## src/rtl/cpu_ctrl_pkg.sv

```systemverilog
`default_nettype none
// ============================================================================
// Module   : cpu_ctrl_pkg
// Purpose  : Shared types and encodings for the Simple RISC Machine control FSM
// Revision : 1.0  initial release
// ============================================================================
package cpu_ctrl_pkg;

    // Controller states
    typedef enum logic [4:0] {
        S_RST, S_FETCH, S_PC, S_DECODE, S_WIMM, S_GETA, S_GETB, S_EXEC,
        S_WRD, S_ADDR, S_LATCH, S_LDMEM, S_STB, S_STC, S_STMEM, S_HALT, S_ERR
    } state_t;

    // Instruction classes produced by the decoder
    typedef enum logic [2:0] {
        CL_MOVI, CL_MOVR, CL_ALU, CL_CMP, CL_LDR, CL_STR, CL_HALT, CL_ILLEGAL
    } iclass_t;

    // Instruction field bit positions
    localparam int c_OPC_HI = 15;
    localparam int c_OPC_LO = 13;
    localparam int c_OP_HI  = 12;
    localparam int c_OP_LO  = 11;
    localparam int c_RN_HI  = 10;
    localparam int c_RN_LO  = 8;
    localparam int c_RD_HI  = 7;
    localparam int c_RD_LO  = 5;
    localparam int c_SH_HI  = 4;
    localparam int c_SH_LO  = 3;
    localparam int c_RM_HI  = 2;
    localparam int c_RM_LO  = 0;

    // Opcode values
    localparam logic [2:0] c_OPC_MOV  = 3'b110;
    localparam logic [2:0] c_OPC_ALU  = 3'b101;
    localparam logic [2:0] c_OPC_LDR  = 3'b011;
    localparam logic [2:0] c_OPC_STR  = 3'b100;
    localparam logic [2:0] c_OPC_HALT = 3'b111;

    // Op sub-field values
    localparam logic [1:0] c_OP_MOVI = 2'b10;
    localparam logic [1:0] c_OP_MOVR = 2'b00;
    localparam logic [1:0] c_OP_CMP  = 2'b01;
    localparam logic [1:0] c_OP_MVN  = 2'b11;
    localparam logic [1:0] c_OP_MEM  = 2'b00;

    // ALU operation encodings
    localparam logic [1:0] c_ALU_ADD = 2'b00;
    localparam logic [1:0] c_ALU_SUB = 2'b01;
    localparam logic [1:0] c_ALU_AND = 2'b10;
    localparam logic [1:0] c_ALU_NOT = 2'b11;

    // Shifter encodings
    localparam logic [1:0] c_SH_NONE = 2'b00;
    localparam logic [1:0] c_SH_LSL  = 2'b01;
    localparam logic [1:0] c_SH_LSR  = 2'b10;
    localparam logic [1:0] c_SH_ASR  = 2'b11;

    // Writeback source encodings
    localparam logic [1:0] c_WB_C     = 2'b00;
    localparam logic [1:0] c_WB_PC    = 2'b01;
    localparam logic [1:0] c_WB_IMM8  = 2'b10;
    localparam logic [1:0] c_WB_MDATA = 2'b11;

endpackage
`default_nettype wire

```

## src/rtl/cpu_controller_instr_decoder.sv

```systemverilog
`default_nettype none
// ============================================================================
// Module   : instr_decoder
// Purpose  : Splits the instruction register into fields and classifies it
// Revision : 1.0  initial release
// ============================================================================
module instr_decoder
    import cpu_ctrl_pkg::*;
(
    input  logic [15:0] i_instr,
    output logic [1:0]  o_op,
    output logic [2:0]  o_rn,
    output logic [2:0]  o_rd,
    output logic [1:0]  o_sh,
    output logic [2:0]  o_rm,
    output iclass_t     o_class
);

    logic [2:0] w_opc;

    assign w_opc = i_instr[c_OPC_HI:c_OPC_LO];
    assign o_op  = i_instr[c_OP_HI:c_OP_LO];
    assign o_rn  = i_instr[c_RN_HI:c_RN_LO];
    assign o_rd  = i_instr[c_RD_HI:c_RD_LO];
    assign o_sh  = i_instr[c_SH_HI:c_SH_LO];
    assign o_rm  = i_instr[c_RM_HI:c_RM_LO];

    // Classify opcode/op pairs; any unlisted combination is illegal
    always_comb begin
        o_class = CL_ILLEGAL;
        case (w_opc)
            c_OPC_MOV: begin
                if (o_op == c_OP_MOVI)      o_class = CL_MOVI;
                else if (o_op == c_OP_MOVR) o_class = CL_MOVR;
            end
            c_OPC_ALU:  o_class = (o_op == c_OP_CMP) ? CL_CMP : CL_ALU;
            c_OPC_LDR:  if (o_op == c_OP_MEM) o_class = CL_LDR;
            c_OPC_STR:  if (o_op == c_OP_MEM) o_class = CL_STR;
            c_OPC_HALT: o_class = CL_HALT;
            default:    o_class = CL_ILLEGAL;
        endcase
    end

endmodule
`default_nettype wire

```

## src/rtl/cpu_controller.sv

```systemverilog
`default_nettype none
// ============================================================================
// Module   : cpu_controller
// Purpose  : Multi-cycle fetch/decode/execute control FSM for the 16-bit
//            Simple RISC Machine datapath, with req/ack memory handshake
// Revision : 1.0  initial release
// ============================================================================
module cpu_controller
    import cpu_ctrl_pkg::*;
#(
    parameter int ACK_TIMEOUT = 0
) (
    input  logic        clk,
    input  logic        rst_n,
    input  logic [15:0] instr,
    input  logic        mem_ack,
    output logic        load_ir,
    output logic        load_pc,
    output logic        clear_pc,
    output logic        addr_sel,
    output logic        load_addr,
    output logic        mem_req,
    output logic        mem_we,
    output logic [2:0]  r_addr,
    output logic [2:0]  w_addr,
    output logic        w_en,
    output logic        en_A,
    output logic        en_B,
    output logic        en_C,
    output logic        en_status,
    output logic        sel_A,
    output logic        sel_B,
    output logic [1:0]  ALU_op,
    output logic [1:0]  shift_op,
    output logic [1:0]  wb_sel,
    output logic        halted,
    output logic        err
);

    // Last counter value at which one more unacknowledged cycle means timeout
    localparam logic [15:0] c_TO_LAST = (ACK_TIMEOUT > 0) ? 16'(ACK_TIMEOUT - 1) : 16'd0;

    state_t      r_state;
    state_t      w_next;
    logic [15:0] r_wait;
    logic        w_timeout;
    logic [1:0]  w_op;
    logic [2:0]  w_rn;
    logic [2:0]  w_rd;
    logic [1:0]  w_sh;
    logic [2:0]  w_rm;
    iclass_t     w_class;
    logic        w_is_mvn;

    instr_decoder u_dec (
        .i_instr (instr),
        .o_op    (w_op),
        .o_rn    (w_rn),
        .o_rd    (w_rd),
        .o_sh    (w_sh),
        .o_rm    (w_rm),
        .o_class (w_class)
    );

    assign w_is_mvn  = (w_class == CL_ALU) && (w_op == c_OP_MVN);
    assign w_timeout = (ACK_TIMEOUT != 0) && (r_wait == c_TO_LAST);

    // State register; reset abandons any transaction in flight
    always_ff @(posedge clk or negedge rst_n) begin
        if (!rst_n) r_state <= S_RST;
        else        r_state <= w_next;
    end

    // Wait counter: cleared on every state change, counts unacknowledged requests
    always_ff @(posedge clk or negedge rst_n) begin
        if (!rst_n)                  r_wait <= '0;
        else if (w_next != r_state)  r_wait <= '0;
        else if (mem_req && !mem_ack) r_wait <= r_wait + 16'd1;
    end

    // Next-state and Moore strobes (mem_ack only gates the acknowledge cycle)
    always_comb begin
        w_next    = r_state;
        load_ir   = 1'b0;
        load_pc   = 1'b0;
        clear_pc  = 1'b0;
        addr_sel  = 1'b0;
        load_addr = 1'b0;
        mem_req   = 1'b0;
        mem_we    = 1'b0;
        r_addr    = 3'd0;
        w_addr    = 3'd0;
        w_en      = 1'b0;
        en_A      = 1'b0;
        en_B      = 1'b0;
        en_C      = 1'b0;
        en_status = 1'b0;
        sel_A     = 1'b0;
        sel_B     = 1'b0;
        ALU_op    = c_ALU_ADD;
        shift_op  = c_SH_NONE;
        wb_sel    = c_WB_C;
        halted    = 1'b0;
        err       = 1'b0;
        case (r_state)
            S_RST: begin
                clear_pc = 1'b1;
                load_pc  = 1'b1;
                w_next   = S_FETCH;
            end
            S_FETCH: begin
                mem_req  = 1'b1;
                addr_sel = 1'b1;
                if (mem_ack) begin
                    load_ir = 1'b1;
                    w_next  = S_PC;
                end else if (w_timeout) begin
                    w_next = S_ERR;
                end
            end
            S_PC: begin
                load_pc = 1'b1;
                w_next  = S_DECODE;
            end
            S_DECODE: begin
                case (w_class)
                    CL_MOVI:                  w_next = S_WIMM;
                    CL_MOVR:                  w_next = S_GETB;
                    CL_ALU:                   w_next = w_is_mvn ? S_GETB : S_GETA;
                    CL_CMP, CL_LDR, CL_STR:   w_next = S_GETA;
                    CL_HALT:                  w_next = S_HALT;
                    default:                  w_next = S_ERR;
                endcase
            end
            S_WIMM: begin
                w_en   = 1'b1;
                w_addr = w_rn;
                wb_sel = c_WB_IMM8;
                w_next = S_FETCH;
            end
            S_GETA: begin
                r_addr = w_rn;
                en_A   = 1'b1;
                w_next = (w_class == CL_LDR || w_class == CL_STR) ? S_ADDR : S_GETB;
            end
            S_GETB: begin
                r_addr = w_rm;
                en_B   = 1'b1;
                w_next = S_EXEC;
            end
            S_EXEC: begin
                shift_op = w_sh;
                sel_A    = (w_class == CL_MOVR) || w_is_mvn;
                if (w_class == CL_CMP) begin
                    en_status = 1'b1;
                    ALU_op    = c_ALU_SUB;
                    w_next    = S_FETCH;
                end else begin
                    ALU_op = (w_class == CL_ALU) ? w_op : c_ALU_ADD;
                    en_C   = 1'b1;
                    w_next = S_WRD;
                end
            end
            S_WRD: begin
                w_en   = 1'b1;
                w_addr = w_rd;
                wb_sel = c_WB_C;
                w_next = S_FETCH;
            end
            S_ADDR: begin
                sel_B  = 1'b1;
                ALU_op = c_ALU_ADD;
                en_C   = 1'b1;
                w_next = S_LATCH;
            end
            S_LATCH: begin
                load_addr = 1'b1;
                w_next    = (w_class == CL_STR) ? S_STB : S_LDMEM;
            end
            S_LDMEM: begin
                mem_req = 1'b1;
                if (mem_ack) begin
                    w_en   = 1'b1;
                    w_addr = w_rd;
                    wb_sel = c_WB_MDATA;
                    w_next = S_FETCH;
                end else if (w_timeout) begin
                    w_next = S_ERR;
                end
            end
            S_STB: begin
                r_addr = w_rd;
                en_B   = 1'b1;
                w_next = S_STC;
            end
            S_STC: begin
                sel_A  = 1'b1;
                en_C   = 1'b1;
                w_next = S_STMEM;
            end
            S_STMEM: begin
                mem_req = 1'b1;
                mem_we  = 1'b1;
                if (mem_ack)        w_next = S_FETCH;
                else if (w_timeout) w_next = S_ERR;
            end
            S_HALT:  halted = 1'b1;
            S_ERR:   err    = 1'b1;
            default: w_next = S_ERR;
        endcase
    end

endmodule
`default_nettype wire
```

## config.mk

```make
export PLATFORM = sky130hd
export DESIGN_NAME = cpu_controller
export DESIGN_NICKNAME = d
export VERILOG_FILES = /design/src/rtl/cpu_ctrl_pkg.sv /design/src/rtl/cpu_controller_instr_decoder.sv /design/src/rtl/cpu_controller.sv
export SDC_FILE = /design/constraint.sdc
export NUM_CORES = 1
export LEC_CHECK = 0
export ABC_AREA = 0
export CORE_MARGIN = 2
export CORE_UTILIZATION = 27
export CTS_CLUSTER_SIZE = 25
export DETAILED_ROUTE_END_ITERATION = 16
export PLACE_DENSITY = 0.58
export SYNTH_ARGS = -nofsm -noshare
export SYNTH_HDL_FRONTEND = slang
export SYNTH_SLANG_ARGS = --single-unit
```

## constraint.sdc

```tcl
create_clock -name clk -period 1.9 [get_ports clk]
set_clock_uncertainty 0.15 [all_clocks]
set_input_delay 0.285 -clock clk [delete_from_list [all_inputs] [get_ports clk]]
set_output_delay 0.285 -clock clk [all_outputs]
set_load 0.005 [all_outputs]
```

== Word level (Yosys, flattened, before mapping) ==
Index checks and enable logic that the tools add are counted.
Word-level totals
  output and inout port bits: 28
  bits of input ports: 19
  register bits: 5
Operators by class
  equality and inequality tests: 32
  mux-type cells: 42
  bitwise operators: 1
  reductions and logical operators: 16
Operators by type and width (number)
  case mux 5 bit (13 select lines): 1
  equality test 5 x 4 -> 1 bit (second input constant): 8
  case mux 5 bit (5 select lines): 1
  equality test 3 bit (second input constant): 7
  equality test 5 x 3 -> 1 bit (second input constant): 4
  case mux 3 bit (3 select lines): 2
  two-way mux 1 bit: 17
  two-way mux 2 bit: 8
  case mux 3 bit (5 select lines): 1
  two-way mux 3 bit: 4
  OR reduction 2 bit: 6
  equality test 5 x 2 -> 1 bit (second input constant): 2
  two-way mux 5 bit: 2
  equality test 3 x 2 -> 1 bit (second input constant): 3
  OR reduction 3 bit: 3
  two-way mux 4 bit: 2
  case mux 1 bit (2 select lines): 3
  equality test 5 x 1 -> 1 bit (second input constant): 1
  equality test 5 bit (second input constant): 1
  logical NOT 5 bit: 1
  equality test 2 bit (second input constant): 2
  case mux 2 bit (2 select lines): 1
  equality test 3 x 1 -> 1 bit (second input constant): 1
  logical NOT 3 bit: 1
  other kinds (8): 9

== Longest topological paths before layout ==
  depth after elaboration: 9
  gate-level depth with buffers: 6
  depth with buffers taken out: 5

== Modules after synthesis ==
Synthesis repeated with hierarchy kept, for this count alone.
Unflattened totals
  cells, all modules: 170
  area total of the unflattened synthesis: 1093.5 um^2
By module, submodules not included
  cpu_controller: times used 1, area an instance 918.4 um^2, cells an instance 143
  instr_decoder: times used 1, area an instance 175.2 um^2, cells an instance 27

== Least setup slack after synthesis ==
Ideal clock, no wire load.
  path type: reg2out
  start: reg r_state[0]
  end: out w_addr[0]
  cell stages (with the launch flop): 5
  data required time: 1465 ps
  arrival: 1270 ps
  slack: 195 ps
  cell sequence: dfrtp_1 > buf_4 > o21ai_0 > nor4b_1 > a22o_1
On the way
  longest elaborated chain between the ends: 2
  elaborated cells on any way between the ends: 4
RTL lines
  start, declared: RTL line cpu_controller.sv:43  | state_t r_state;
  start signal, assigned: RTL line cpu_controller.sv:71  | else r_state <= w_next;
  equality test 5 x 4 -> 1 bit or equality test 5 x 3 -> 1 bit (tied branches): RTL line cpu_controller.sv:105  | case (r_state)
  case mux 3 bit (3 select lines) (*): RTL line cpu_controller.sv:105
  end, declared: RTL line cpu_controller.sv:25  | output logic [2:0] w_addr,
Every way passes the cells marked *; elsewhere a longest branch is shown, timed or not.

== Worst setup path after layout ==
  start: reg r_state[4]
  end: out w_addr[0]
The elaborated chain is that of the path after synthesis.

==> results.yml <==
run_status:
  violations: "negative setup slack"
  status: "finished with violations"
timing:
  hold_slack_ns: 0.1120
  timing.final.setup_violations: 21
  clock.fmax_ghz: 0.4861
  timing_max_transition_violations_final: 0
  slew_headroom_pct: 78.93
  worst-slew-pin-transition_ns: 0.3153
  finalCriticalPeriod_ns: 2.057
  finalCritPeriodShare_pct: 108.3
  setup_ws_ns: -0.1573
  timing.final.hold_violations: 0
  grt_setup_unrepaired: "true"
synthesis:
  synth_area_leader_cell: "sky130_fd_sc_hd__dfrtp_1"
  synth_area_per_cell_um2: 6.688
  synthCells: 139
  ys_ff_latch: 5
  synth_top_area_share_pct: 13.46
  synth.lib_cells_used.distinct: 44
  async_flop_share_pct: 100.0
  yosys_warnings: 0
  synth_top_cells_by_area: "sky130_fd_sc_hd__dfrtp_1, sky130_fd_sc_hd__nand2_1, sky130_fd_sc_hd__a21oi_1"
  yosysSeqAreaShare_pct: 13.46
  synth-edff-count: 0
  syn-cell-area_um2: 929.6
  yosys_most_used_dff: "sky130_fd_sc_hd__dfrtp_1"
  synth_nets: 158
routing:
  vias: 1621
  post_drt_wl_per_cell_um: 15.48
  avgViaCountPerCell: 5.212
  detail_route.iter0.violations: 48
  drtPass1Iterations: 4
  detail_route.wirelength_um: 4815
  drt.antenna.violating_nets: 0
  remaining_drc_errors: 0
grt:
  grtUsageMet2_pct: 47.58
  grt_start_max_net_pins: 13
  grt_first_pass_wirelength_um: 7728
  gr-max-usage-layer: "met2"
  met3_usage_pct: 3.604
  grt_pass1_vias: 1762
  grt_antenna_before_repair: 0
  grt_remaining_overflow: 0
  globalRouteTotalUtil_pct: 23.80
  grt_util_met1_pct: 23.57
final_layout:
  final_layout_size_suffix_gt1_share_pct: 66.42
  largest-register: "r_state"
  antenna_cells: 0
  largest_registers: "r_state (5)"
  nets: 285
  most_used_cells_in_the_layout_excluding_fill_and_tap_cells: "sky130_fd_sc_hd__buf_4, sky130_fd_sc_hd__buf_6, sky130_fd_sc_hd__buf_2"
  largest_register_ff_count: 5
  area_growth_syn_to_fin_pct: 154.4
  final_core_util_pct: 71.43
  mostFrequentLayoutCell: "sky130_fd_sc_hd__buf_4"
floorplan:
  design.core.area_um2: 3311
  die_w_um: 62.68
  io_pins: 47
  std_cell_rows: 21
  floorplan.die.height_um: 62.68
  design.die.area_um2: 3929
  floorplan.initialDensity_pct: 28.08
critical_path:
  nature_of_the_critical_path_endpoint: "output pin"
  regToRegSetupSlack_ns: -0.03
  critical_path.max_stage_delay_ns: 0.44
  largest_driver_fanout_on_the_critical_path: 11
  critPathKind: "reg -> out"
  critical_path.most_common_cell: "sky130_fd_sc_hd__buf_6"
  arrival_ns: 1.62
  critPathLaunchType: "register"
  crit_required_ns: 1.46
  worst_path_cell_chain: "buf_6, nor4b_4, buf_4, buf_6, a22o_1, buf_2"
  crit_slowest_cell: "sky130_fd_sc_hd__dfrtp_2"
clock_network:
  h-tree-depth: 1
  clockRootBuffer: "sky130_fd_sc_hd__clkbuf_4"
  cts.sinks: 5
  path_clk_slew_ns: 0.05
  clk_latency_ns: 0.24
  cts_tree: "yes"
  cts_hold_buffers: 0
  num_cts_buffers: 3
  cts_max_path_buffers: 2
placement:
  gp_routability_congestion: 0.8131
  io_buffer_count: 46
  dp_hpwl_um: 2911
power:
  power-per-cell-area_nw_per_um2: 391.9
  total_leakage_power_nw: 1.082
  peakVddDrop_v: 0.0001705
min_path:
  hold_class: "in -> async"
job:
  maxCapViolCount: 0
-- layer usage --
metal	wire, um	vias to the layer above
li1	-	776
met1	1919	781
met2	2605	52
met3	167	12
met4	123	0
met5	0	-
-- worst paths after layout --
path / startpoint / cells after the start / endpoint
worst max register to register: r_state[1] / 7 / r_state[1]
max in group asynchronous: rst_n / 1 / r_state[0]
worst min register to register: r_state[4] / 2 / r_state[0]
worst max-delay path: r_state[4] / 6 / w_addr[0]
worst min-delay path: rst_n / 1 / r_state[4]
min in group clk: instr[12] / 6 / r_state[4]
-- kinds of logic (layout without fill, tap and decap cells) --
kind of cell / count (synthesis) / after routing / share of synthesized area (%)
AND/OR/NAND/NOR: 74 / 74 / 44.41
AO/OA/AOI/OAI: 41 / 41 / 30.69
buffers and inverters: 17 / 143 / 9.421
flip-flops: 5 / 5 / 13.46
adder cells (fa/ha/maj): 1 / 1 / 1.077
XOR/XNOR: 1 / 1 / 0.9423
-- timing repair --
item,in CTS,in global routing
setup buffers,36,5
endpoints found under the setup margin,32,29
gates resized for setup,195,28
gates cloned,1,0
pin swaps,35,17
-- cells in the mapped netlist (all sizes together) (3+ instances only) --
library cell,number
nand2,15
nor2,13
a21oi,11
nor3,11
buf,10
o21ai,7
dfrtp,5
inv,5
nand3,5
nor4,5
nand2b,4
a22o,3
a22oi,3
a31oi,3
nand3b,3
nor3b,3
-- per-stage QoR --
stage	instances	setup TNS (ns)	cell area [um^2]	total power, mW	worst slack, ns
3_3_place_gp	272	-8.736	1777	0.5819	-0.5452
3_5_place_dp	272	-8.986	1777	0.5927	-0.5114
6_report	311	-1.559	2365	0.9267	-0.1573
4_1_cts	311	-0.9060	2250	0.8500	-0.1400
5_1_grt	311	-3.309	2365	0.9803	-0.2242
2_1_floorplan	139	0	929.6	0.3490	0.1949
-- area by class of cell --
class	instances	area [um^2]
clock buffer	3	22.52
multi-input combinational	117	994.7
inverter	5	21.27
fill	265	945.9
timing repair buffer	134	1132
tap	46	57.56
clock inverter	1	5.005
sequential	5	131.4
-- worst max-delay path, delay by kind of cell (launching register included) --
family | cells | cell delay (ns)
flip-flops | 1 | 0.44
buffers and inverters | 4 | 0.53
AND/OR/NAND/NOR | 1 | 0.28
AO/OA/AOI/OAI | 1 | 0.12
-- where the power goes --
part / leakage (nW) / switching [mW] / internal, mW / total [mW]
Combinational: 1.01 / 0.301 / 0.348 / 0.650
Clock: 0.0177 / 0.0490 / 0.0765 / 0.125
Sequential: 0.0587 / 0.0284 / 0.123 / 0.152
Total: 1.08 / 0.379 / 0.548 / 0.927
Note: power is estimated with default switching activity, not from simulation.
